<file path="src/rtl/alu_rr_arbiter.sv">
// Two-requester round-robin front end for a single 32-bit integer ALU.
// Flow: IDLE grants one request, EXEC registers the result, RESP holds it until the consumer takes it.
module alu_rr_arbiter #(
  parameter int WIDTH = 32
) (
  input  logic             clk,
  input  logic             rst,
  input  logic             req0_valid,
  output logic             req0_ready,
  input  logic [2:0]       req0_op,
  input  logic [WIDTH-1:0] req0_a,
  input  logic [WIDTH-1:0] req0_b,
  input  logic             req1_valid,
  output logic             req1_ready,
  input  logic [2:0]       req1_op,
  input  logic [WIDTH-1:0] req1_a,
  input  logic [WIDTH-1:0] req1_b,
  output logic             rsp_valid,
  input  logic             rsp_ready,
  output logic             rsp_id,
  output logic [WIDTH-1:0] rsp_s,
  output logic             rsp_eq,
  output logic             rsp_cary,
  output logic             rsp_of,
  output logic             rsp_err,
  output logic             busy
);
  localparam logic [1:0] IDLE = 2'd0, EXEC = 2'd1, RESP = 2'd2;

  typedef struct packed {
    logic             id;
    logic [2:0]       op;
    logic [WIDTH-1:0] a;
    logic [WIDTH-1:0] b;
  } req_t;

  logic [1:0] state;
  logic       last_id;
  req_t       cap;
  logic       grant, gnt_id;

  // On contention the requester not served last wins; otherwise whoever is valid.
  assign gnt_id     = (req0_valid & req1_valid) ? ~last_id : req1_valid;
  assign grant      = ~rst & (state == IDLE) & (req0_valid | req1_valid);
  assign req0_ready = grant & ~gnt_id;
  assign req1_ready = grant & gnt_id;
  assign rsp_valid  = (state == RESP);
  assign busy       = (state != IDLE);

  logic [WIDTH:0]   sum;
  logic [WIDTH-1:0] alu_s;
  logic             alu_eq, alu_c, alu_o, alu_err;

  always_comb begin
    sum     = '0;
    alu_s   = '0;
    alu_c   = 1'b0;
    alu_o   = 1'b0;
    alu_err = 1'b0;
    case (cap.op)
      3'b000: begin
        sum   = {1'b0, cap.a} + {1'b0, cap.b};
        alu_s = sum[WIDTH-1:0];
        alu_c = sum[WIDTH];
        alu_o = (cap.a[WIDTH-1] == cap.b[WIDTH-1]) && (alu_s[WIDTH-1] != cap.a[WIDTH-1]);
      end
      3'b001: begin
        // a + ~b + 1: carry-out is set exactly when no borrow occurs
        sum   = {1'b0, cap.a} + {1'b0, ~cap.b} + {{WIDTH{1'b0}}, 1'b1};
        alu_s = sum[WIDTH-1:0];
        alu_c = sum[WIDTH];
        alu_o = (cap.a[WIDTH-1] != cap.b[WIDTH-1]) && (alu_s[WIDTH-1] != cap.a[WIDTH-1]);
      end
      3'b010:  alu_s = cap.a & cap.b;
      3'b011:  alu_s = cap.a | cap.b;
      3'b100:  alu_s = cap.a ^ cap.b;
      default: alu_err = 1'b1;
    endcase
    alu_eq = (cap.a == cap.b) & ~alu_err;
  end

  always_ff @(posedge clk) begin
    if (rst) begin
      state    <= IDLE;
      last_id  <= 1'b1;
      cap      <= '0;
      rsp_id   <= 1'b0;
      rsp_s    <= '0;
      rsp_eq   <= 1'b0;
      rsp_cary <= 1'b0;
      rsp_of   <= 1'b0;
      rsp_err  <= 1'b0;
    end else begin
      case (state)
        IDLE: if (grant) begin
          cap     <= '{id: gnt_id,
                       op: gnt_id ? req1_op : req0_op,
                       a:  gnt_id ? req1_a  : req0_a,
                       b:  gnt_id ? req1_b  : req0_b};
          last_id <= gnt_id;
          state   <= EXEC;
        end
        EXEC: begin
          rsp_id   <= cap.id;
          rsp_s    <= alu_s;
          rsp_eq   <= alu_eq;
          rsp_cary <= alu_c;
          rsp_of   <= alu_o;
          rsp_err  <= alu_err;
          state    <= RESP;
        end
        RESP:    if (rsp_ready) state <= IDLE;
        default: state <= IDLE;
      endcase
    end
  end
endmodule

</file>
<file path="config.mk">
export PLATFORM = sky130hd
export DESIGN_NAME = alu_rr_arbiter
export DESIGN_NICKNAME = d
export VERILOG_FILES = /design/src/rtl/alu_rr_arbiter.sv
export SDC_FILE = /design/constraint.sdc
export NUM_CORES = 1
export LEC_CHECK = 0
export CORE_ASPECT_RATIO = 0.8
export CORE_MARGIN = 8
export CORE_UTILIZATION = 50
export CTS_CLUSTER_SIZE = 28
export DETAILED_ROUTE_END_ITERATION = 8
export GPL_ROUTABILITY_DRIVEN = 0
export HOLD_SLACK_MARGIN = 0.06
export PLACE_DENSITY = 0.79
export SLEW_MARGIN = 20
export SYNTH_ARGS = -nofsm -noshare
export SYNTH_HDL_FRONTEND = slang
export SYNTH_SLANG_ARGS = --single-unit
</file>
<file path="constraint.sdc">
create_clock -name clk -period 8.7 [get_ports clk]
set_clock_uncertainty 0.1 [all_clocks]
set_input_delay 1.74 -clock clk [delete_from_list [all_inputs] [get_ports clk]]
set_output_delay 1.74 -clock clk [all_outputs]
set_load 0.01 [all_outputs]
</file>
==> impl_results.md <==
* Pint at 0.00105 W
* Detailed Routing Iterations Pass 1 at 9
* Post-CTS Setup Bufs at 0
* Smallest hold slack at between 0.3 and 0.4 ns
* Layout fillers at 1539
* Post-Route WL at 29600 µm
* Slew Limit Fails at 0
* Max-capacitance violation count at 0
* Largest family of logic cells by synthesized area: compound AO/OA/AOI/OAI gates
* Yosys warns at 0
* Half-perimeter wire length after placement at 21200 µm
* Max VDD drop at 113 µV
* RSZ-0062 raised after global routing: no
* Yosys cell types at 85
* Hold Path Class: reg -> reg
* Gate Count Post-Synth at 1171
* Clock root buffer: clkbuf_16
* Seq cells post-synth at 108
* Final period util at 0.679
* First-pass GRT wire length at 47800 µm
* Largest net degree at the start of global routing at 94
* Syn avg cell area at approximately 7.7 µm²
* Startpoint Class: input port
* DRC at 21
* Post-synthesis sequential area ratio at 0.241
* Die Area at 22500 µm²
* Synth Flop Type: dfxtp_1
* Reg2reg path depth at 7
* Clock Tree Buf Depth at 2
* Mux cell area share after synthesis at 0.00446
* Layout overhead on the synthesized area at 23.7%
* Final hold violations at 0
* Reg2reg setup slack at 4.83 ns
* FF-to-FF End: rsp_s[28]$_SDFFE_PP0N_
* Share of layout cells above drive strength 1 at 0.0550
* Psw at 0.000673 W
* Total GRT Usage at 0.255
* Largest area contributor in the netlist: dfxtp_1
* Avg WL per Cell at between 15 and 20 µm
* Failing checks: design-rule violations
* Critical setup path kind: in -> out
* Share of the synthesized area in the top cell type at 0.241
* Worst Max-Slew Pin Slew at 1.04 ns
* Synth top area cells: dfxtp_1 (24%), ha_1 (14%), a222oi_1 (8.0%)
* Clock Power Share at 0.243
* WHS Path Cells at 2
* Syn Nets at about 1.4k
* Xor and xnor fraction of the mapped netlist area at 0.0185
* Max FO, Critical Path at 93
* Register share of total power at 0.331
* Crit path DAT at 4.07 ns
* Antenna viol nets, final at 0
* 1st-iter DRT viols at 1443
* Num CTS Buffers at 9
* Hold buffers post-CTS at 0
* Initial Utilization at 0.513
* CP endpoint kind: primary output
* Core Region at 17500 µm²
* Ant. Diodes at 0
* Post-synthesis simple-gate area fraction at 0.169
* Maximum clock frequency at between 150 and 200 MHz
* Site Rows at 43
* Initial antenna violation count at 0
* Placement Cell Area at 10800 µm²
* H-tree depth at 3
* CTS sink cnt at 108
* Number of port buffers at 179
* Post_cts resized at 0
* Total grt overflow at 0
* Hold Crit Endpoint: rsp_s[13]$_SDFFE_PP0N_
* Latest clock arrival within the worst-skew pair at 0.37 ns
* Ys async rst share at 0
* Final Instance Area at 11100 µm²
* HP Start: rsp_s[13]$_SDFFE_PP0N_
* Compound-Gate Fraction of Synth Area at 0.336
* Clock transition at the registers of the reported paths at 0.07 ns
* Final min period at approximately 5.9 ns
* Final core occ at 0.635
* Switching Share at 0.391
* Worst path required time at 6.86 ns
* CTS tree: yes
* Sum Neg Setup Slack at 0 ns
* Num ports at 180
* Number of global-route vias before repair at 9255
* Slew headroom at 0.301
* Final layout net count at about 1.5k
* Via density at 6.38
* Post-synth EDFFs at 0
* Pwr/cell area at 155 nW/µm²
* Power share of the combinational group at 0.426
* Worst r2r src: cap[64]$_SDFFE_PP0P_
* Routed via count at 9669
* Total power at 0.00172 W
* Die Height at 136 µm
* Post-synthesis adder-cell area fraction at 0.149
* Status: complete, but fails checks
* Mapped Area at ~9000 µm²
* Die Wd at 166 µm
* Final Setup Violations at 0
* Leak pwr at 4.21 nW
## how the worst max path moves through the flow
stage / from / to / slack [ns] / depth (start not counted)
floorplan: rst / req0_ready / 4.27 / 4
global placement: rst / req1_ready / 2.79 / 6
detailed placement: rst / req1_ready / 2.76 / 6
CTS: rst / req1_ready / 2.76 / 6
global route: rst / req1_ready / 2.60 / 6
finish: rst / req1_ready / 2.79 / 6
## cell usage after synthesis (3+ instances only)
library cell	number
a32oi_1	4
nand2b_1	7
a222oi_1	72
o22ai_1	12
a22o_1	3
and2_1	3
buf_2	11
o211ai_1	7
mux2i_1	4
a211oi_1	19
a31o_2	3
o21bai_1	13
xor2_1	3
nand3_1	14
o21ai_1	6
or3_1	9
or2_2	5
inv_2	3
o32a_1	5
a311oi_1	4
a22oi_1	12
a31oi_1	11
nor2_1	167
o31ai_1	8
xnor2_1	16
a2111oi_0	4
o21a_1	8
clkbuf_1	70
nand2_1	56
nor3_1	28
a21oi_1	106
ha_1	104
a2111oi_2	3
dfxtp_1	108
a221oi_1	6
nor2b_1	12
nor3_2	3
nand4_1	9
buf_1	4
a21o_1	11
o21ai_0	54
inv_1	96
a21boi_0	3
nor4_1	10
## kinds of logic after synthesis
logic type,Yosys count
DFF,108
AOI/OAI and AO/OA,412
muxes,4
buffers and inverters,188
and+or+nand+nor,334
adders and majority gates,106
xor gates and xnor gates,19
## layout make-up
cell class	count	area (µm²)	area share
clock buffers	10	239	0.0215
clock inverters	6	55.1	0.00496
inverters	101	379	0.0341
multi-input cells	875	6110	0.550
flip-flops and latches	108	2160	0.195
well taps	225	282	0.0253
repair buffers	191	1880	0.169
## stage by stage
step	std cells	worst slack [ns]
5_1_grt	1516	2.60
3_5_place_dp	1500	2.76
2_1_floorplan	1171	4.27
3_3_place_gp	1500	2.79
4_1_cts	1516	2.76
6_report	1516	2.79
## registers in the layout, indices dropped and copies added, names as in the netlist
signal,cells
state,2
last_id,1
rsp_of,1
rsp_cary,1
rsp_eq,1
rsp_err,1
rsp_s,32
cap,68
rsp_id,1
## power by group through the flow
| stage | sequential (W) | combinational [W] | clock [W] |
|---|---|---|---|
| final | 0.000570 | 0.000735 | 0.000420 |
| after global routing | 0.000576 | 0.000799 | 0.000447 |
| after CTS | 0.000570 | 0.000717 | 0.000430 |
| after detailed placement | 0.000581 | 0.000711 | 0 |
| after global placement | 0.000580 | 0.000702 | 0 |
| after floorplan | 0.000573 | 0.000493 | 0 |
## critical path: stages
cell	delay (ns)
buf_2	0.10
buf_4	0.40
nor2_1	0.33
and3_2	0.22
buf_4	0.58
clkdlybuf4s50_1	0.68
## metal layers
layer | track usage | wire [µm] | vias to the layer above
met1 | 0.343 | 13000 | 4504
met4 | 0.0781 | 591 | 0
met5 | 0 | 0 | -
met3 | 0.0826 | 3610 | 55
met2 | 0.383 | 12400 | 554
li1 | - | - | 4556
## cell usage in the layout, fill, tap and decap left out, drive strengths merged, types with 5 or more instances in the layout
cell	instances
a2111oi	7
a211oi	20
a21o	11
a21oi	107
a221oi	8
a222oi	72
a22oi	12
a31oi	13
buf	13
clkbuf	10
clkdlybuf4s50	178
dfxtp	108
ha	104
inv	103
nand2	56
nand2b	7
nand3	14
nand4	9
nor2	167
nor2b	12
nor3	31
nor4	11
o211ai	8
o21a	8
o21ai	62
o21bai	13
o22ai	12
o31ai	8
o32a	5
or2	5
or3	9
xnor2	16
Note: power is estimated with default switching activity, not from simulation.
